<file path="config.mk">
export PLATFORM = sky130hd
export DESIGN_NAME = seq_pattern_gen
export DESIGN_NICKNAME = d
export VERILOG_FILES = /design/src/rtl/seq_pattern_gen.sv
export SDC_FILE = /design/constraint.sdc
export NUM_CORES = 1
export LEC_CHECK = 0
export ABC_AREA = 1
export BUFFER_PORTS_ARGS = -buffer_cell sky130_fd_sc_hd__buf_2
export CAP_MARGIN = 20
export CORE_UTILIZATION = 55
export DETAILED_ROUTE_END_ITERATION = 8
export PLACE_DENSITY = 0.76
export SLEW_MARGIN = 15
export SYNTH_ARGS = -nofsm -noshare
export SYNTH_HDL_FRONTEND = slang
export SYNTH_SLANG_ARGS = --single-unit
</file>
<file path="constraint.sdc">
create_clock -name clk -period 2.25 [get_ports clk]
set_clock_uncertainty 0.2 [all_clocks]
set_input_delay 0.3375 -clock clk [delete_from_list [all_inputs] [get_ports clk]]
set_output_delay 0.3375 -clock clk [all_outputs]
set_load 0.005 [all_outputs]
</file>
<file path="src/rtl/seq_pattern_gen.sv">
// seq_pattern_gen: serial MSB-first pattern transmitter with repeat count and idle gaps
module seq_pattern_gen #(
    parameter int   WIDTH      = 8,
    parameter int   LEN_W      = 4,
    parameter int   CNT_W      = 4,
    parameter int   GAP_CYC    = 1,
    parameter logic IDLE_LEVEL = 1'b1
) (
    input  logic             clk,
    input  logic             rst,
    input  logic             start,
    input  logic             abort,
    input  logic [WIDTH-1:0] pattern,
    input  logic [LEN_W-1:0] len,
    input  logic [CNT_W-1:0] repeat_cnt,
    output logic             dout,
    output logic             valid,
    output logic             busy,
    output logic             done
);
    localparam int GW = GAP_CYC > 1 ? $clog2(GAP_CYC) : 1;
    localparam logic [LEN_W-1:0] MAX_LEN = LEN_W'(WIDTH);
    localparam logic [GW-1:0] GAP_LOAD = GW'(GAP_CYC > 0 ? GAP_CYC - 1 : 0);

    typedef enum logic [1:0] {IDLE, SHIFT, GAP, DONE} state_t;

    state_t state_q, state_d;
    logic [WIDTH-1:0] sh_q, sh_d, pat_q, pat_d;
    logic [LEN_W-1:0] len_q, len_d, bit_q, bit_d, eff_len;
    logic [CNT_W-1:0] copy_q, copy_d;
    logic [GW-1:0] gap_q, gap_d;

    assign eff_len = (len > MAX_LEN) ? MAX_LEN : len;
    assign dout    = (state_q == SHIFT) ? sh_q[WIDTH-1] : IDLE_LEVEL;
    assign valid   = state_q == SHIFT;
    assign busy    = state_q == SHIFT || state_q == GAP;
    assign done    = state_q == DONE;

    // The used field is left-aligned at latch time so every copy shifts out of the MSB.
    always_comb begin
        state_d = state_q;
        sh_d    = sh_q;
        pat_d   = pat_q;
        len_d   = len_q;
        bit_d   = bit_q;
        copy_d  = copy_q;
        gap_d   = gap_q;
        case (state_q)
            IDLE: if (start) begin
                pat_d   = pattern << (MAX_LEN - eff_len);
                sh_d    = pat_d;
                len_d   = eff_len;
                bit_d   = eff_len;
                copy_d  = repeat_cnt;
                state_d = (eff_len == '0) ? DONE : SHIFT;
            end
            SHIFT: begin
                sh_d  = sh_q << 1;
                bit_d = bit_q - 1'b1;
                if (bit_q == LEN_W'(1)) begin
                    if (copy_q != '0) begin
                        copy_d  = copy_q - 1'b1;
                        sh_d    = pat_q;
                        bit_d   = len_q;
                        gap_d   = GAP_LOAD;
                        state_d = (GAP_CYC > 0) ? GAP : SHIFT;
                    end else begin
                        state_d = DONE;
                    end
                end
            end
            GAP: begin
                gap_d   = gap_q - 1'b1;
                state_d = (gap_q == '0) ? SHIFT : GAP;
            end
            DONE: state_d = IDLE;
        endcase
        if (abort) state_d = IDLE;
    end

    always_ff @(posedge clk) begin
        if (!rst) begin
            state_q <= IDLE;
            sh_q    <= '0;
            pat_q   <= '0;
            len_q   <= '0;
            bit_q   <= '0;
            copy_q  <= '0;
            gap_q   <= '0;
        end else begin
            state_q <= state_d;
            sh_q    <= sh_d;
            pat_q   <= pat_d;
            len_q   <= len_d;
            bit_q   <= bit_d;
            copy_q  <= copy_d;
            gap_q   <= gap_d;
        end
    end
endmodule
</file>
==> run_results.csv <==
group,metric,value,unit
run_status,status,"complete, no violations",
placement,dpl_cell_area,2170,µm²
route,antenna_left,0,
synth,synth.area.top_cells,"dfxtp_1, nand2_1, o21ai_0",
floorplanning,fp.dieArea,3930,µm²
clock_tree,cts_buffers,5,
global_routing,grt_pass1_wl,8.34,mm
global_routing,antenna_found_initial,0,
clock_tree,htree_num_levels,2,
clock_tree,cts-root-buf,"clkbuf_8",
worst_setup_path,cp_max_fo,15,
route,dr.pass1.iters,5,
layout,n_antenna_cell,0,
worst_setup_path,r2r_slack,0.35,ns
worst_hold_path,whs_endpoint,"state_q[1]",
floorplanning,rows,21,
timing,fmax,0.478,GHz
clock_tree,post-cts-setup-buffers,0,
pwr,p_per_area,726,nW/µm²
floorplanning,initial_core_util,0.589,
synth,synth_cell_types,31,
pwr,power,1.67,mW
timing,hold_viol,0,
timing,fin_ws,0.157,ns
global_routing,grt_max_degree,22,
global_routing,track_usage,0.262,
placement,dp_hpwl,3.52,mm
worst_setup_path,crit_slowest_cell,"dfxtp_1",
worst_setup_path,r2r-start,"state_q[0]",
layout,final_cell_mix,"nand2_1, inv_1, nor2_1",
placement,placed_cells,377,
floorplanning,core,3440,µm²
route,drtIter0Drc,137,
layout,final_common_cell,"nand2_1",
worst_setup_path,crit_path_start_kind,"register",
pwr,p_leak,1.13,nW
timing,setup_viol,0,
layout,layout-drive-gt1-share,0.171,
synth,synth_top_cell_area_share,0.306,
worst_setup_path,worstPathCellList,"inv_1 -> ha_1 -> inv_2 -> buf_4 -> or2_2 -> buf_2",
pwr,peakVddDrop,0.511,mV
clock_tree,cts_num_sinks,31,
global_routing,grt_overflow,0,
synth,synth_top_area_cell,"dfxtp_1",
layout,fin_cells,385,
synth,syn_area,2030,µm²
route,totalWireLength,4.78,mm
worst_setup_path,arrival,1.56,ns
timing,tns,0,ns
placement,port_buffers,23,
worst_hold_path,min_path_cells,4,
worst_hold_path,min_from,"abort",
worst_setup_path,r2r_end,"sh_q[1]",
worst_setup_path,crit_family,"buffers and inverters",
route,wire_per_inst,12.4,µm
synth,yosysSeqAreaShare,0.306,
worst_setup_path,crit_required,1.71,ns
route,num_vias,2035,
timing,period_share,0.930,
worst_setup_path,path_class,"register to primary output",
clock_tree,clk_path_buf_depth,2,
floorplanning,ios,24,
floorplanning,die_x,62.7,µm
layout,fin_nets,366,
layout,postLayoutCoreUtil,0.666,
placement,place_congestion,0.837,
route,vias_per_cell,5.29,
timing,slew-limit-headroom,0.689,
clock_tree,cts_tree,"done",
timing,hold_slack,0.135,ns
worst_hold_path,min-delay-path-class,"primary input to register",
route,drc,0,
job,cap_violations,0,
worst_setup_path,crit_path_end_kind,"primary output",
layout,design_area,2290,µm²
synth,yosysWarningCount,0,
timing,min_period,2.09,ns
floorplanning,dieHeight,62.7,µm
placement,pre_cts_slack,0.129,ns
timing,rsz0062_at_grt,"no",
layout,syn_to_final_growth,13.1,%
synth,synth_area_per_cell,6.48,µm²
timing,drv_slew,0,
worst_setup_path,slowest_delay,0.33,ns
timing,worst_pin_slew,0.465,ns
worst_setup_path,worstRegToRegCells,7,
global_routing,grt_pass1_vias,1865,
synth,synth_seq_cells,31,
clock_tree,insertion_delay,0.28,ns
worst_setup_path,crit_buf_inv,4,
synth,synth_cells,313,
synth,syn_nets,341,
clock_tree,clkTransAtPathRegs,0.06,ns
clock_tree,holdBufCountCts,0,
[power by group]
group | total, mW | switching (mW) | internal, mW
sequential | 0.641 | 0.0315 | 0.610
combinational | 0.457 | 0.292 | 0.165
clock | 0.568 | 0.210 | 0.358
[worst max path at each step]
stage	end	from	slack, ns	cells after the start
after floorplan	sh_q[6]	len[3]	0.33	12
after global placement	sh_q[2]	len[3]	0.14	11
after detailed placement	sh_q[6]	len[3]	0.13	11
after CTS	dout	state_q[1]	0.17	6
after global routing	dout	state_q[1]	0.07	6
final	dout	state_q[1]	0.16	6
[flip-flops by register name (all words and copies together), names as in the netlist]
name / flops
bit_q: 4
copy_q: 4
gap_q: 1
len_q: 4
pat_q: 8
sh_q: 8
state_q: 2
[per-layer routing]
| layer | share of wire | global-route usage | up-vias |
|---|---|---|---|
| met5 | 0 | 0 | - |
| met4 | 0.0075 | 0.0610 | 0 |
| met3 | 0.050 | 0.0383 | 4 |
| met2 | 0.46 | 0.454 | 51 |
| met1 | 0.48 | 0.339 | 916 |
| li1 | - | - | 1064 |
[synthesized netlist by cell type]
| cell | number |
|---|---|
| nand2_1 | 60 |
| inv_1 | 38 |
| nor2_1 | 35 |
| o21ai_0 | 34 |
| dfxtp_1 | 31 |
| nand3_1 | 31 |
| a21oi_1 | 28 |
| ha_1 | 8 |
| buf_2 | 5 |
| nand2_2 | 5 |
| buf_6 | 4 |
| inv_2 | 4 |
| a31oi_1 | 3 |
| o21ai_1 | 3 |
| a21oi_2 | 2 |
| clkbuf_1 | 2 |
| nand2_4 | 2 |
| nor2_2 | 2 |
| o211ai_1 | 2 |
| o21ai_2 | 2 |
| xor2_1 | 2 |
| buf_4 | 1 |
| nand3_2 | 1 |
| nand3_4 | 1 |
| nand3b_1 | 1 |
| nand4_1 | 1 |
| nor3_1 | 1 |
| o21a_1 | 1 |
| o22ai_1 | 1 |
| or2_2 | 1 |
| xnor2_1 | 1 |
[worst reg2reg max path, delay by kind of cell (launching register included)]
kind	cells	cell delay, ns
and+or+nand+nor	2	0.17
AOI/OAI and AO/OA	2	0.52
DFF	1	0.36
adders and majority gates	1	0.24
buffers and inverters	2	0.31
[logic make-up after synthesis]
| kind of cell | share of synthesized area |
|---|---|
| compound gates | 0.201 |
| xor+xnor | 0.0130 |
| fa+ha+maj | 0.0494 |
| buf+inv | 0.120 |
| flops | 0.306 |
| simple gates | 0.311 |
[repair_timing]
action,4_1_cts,5_1_grt
endpoints found under the setup margin,0,2
resized for setup,0,1
endpoints found under the hold margin,0,0
[final cells by class]
cell class	count	area (µm²)
Tap cell	46	57.6
Timing Repair Buffer	30	168
Clock inverter	2	35.0
Clock buffer	6	82.6
Inverter	42	158
Fill cell	331	1150
Multi-Input combinational cell	228	1170
Sequential cell	31	621
No activity file was read; power rests on OpenSTA's default activity.
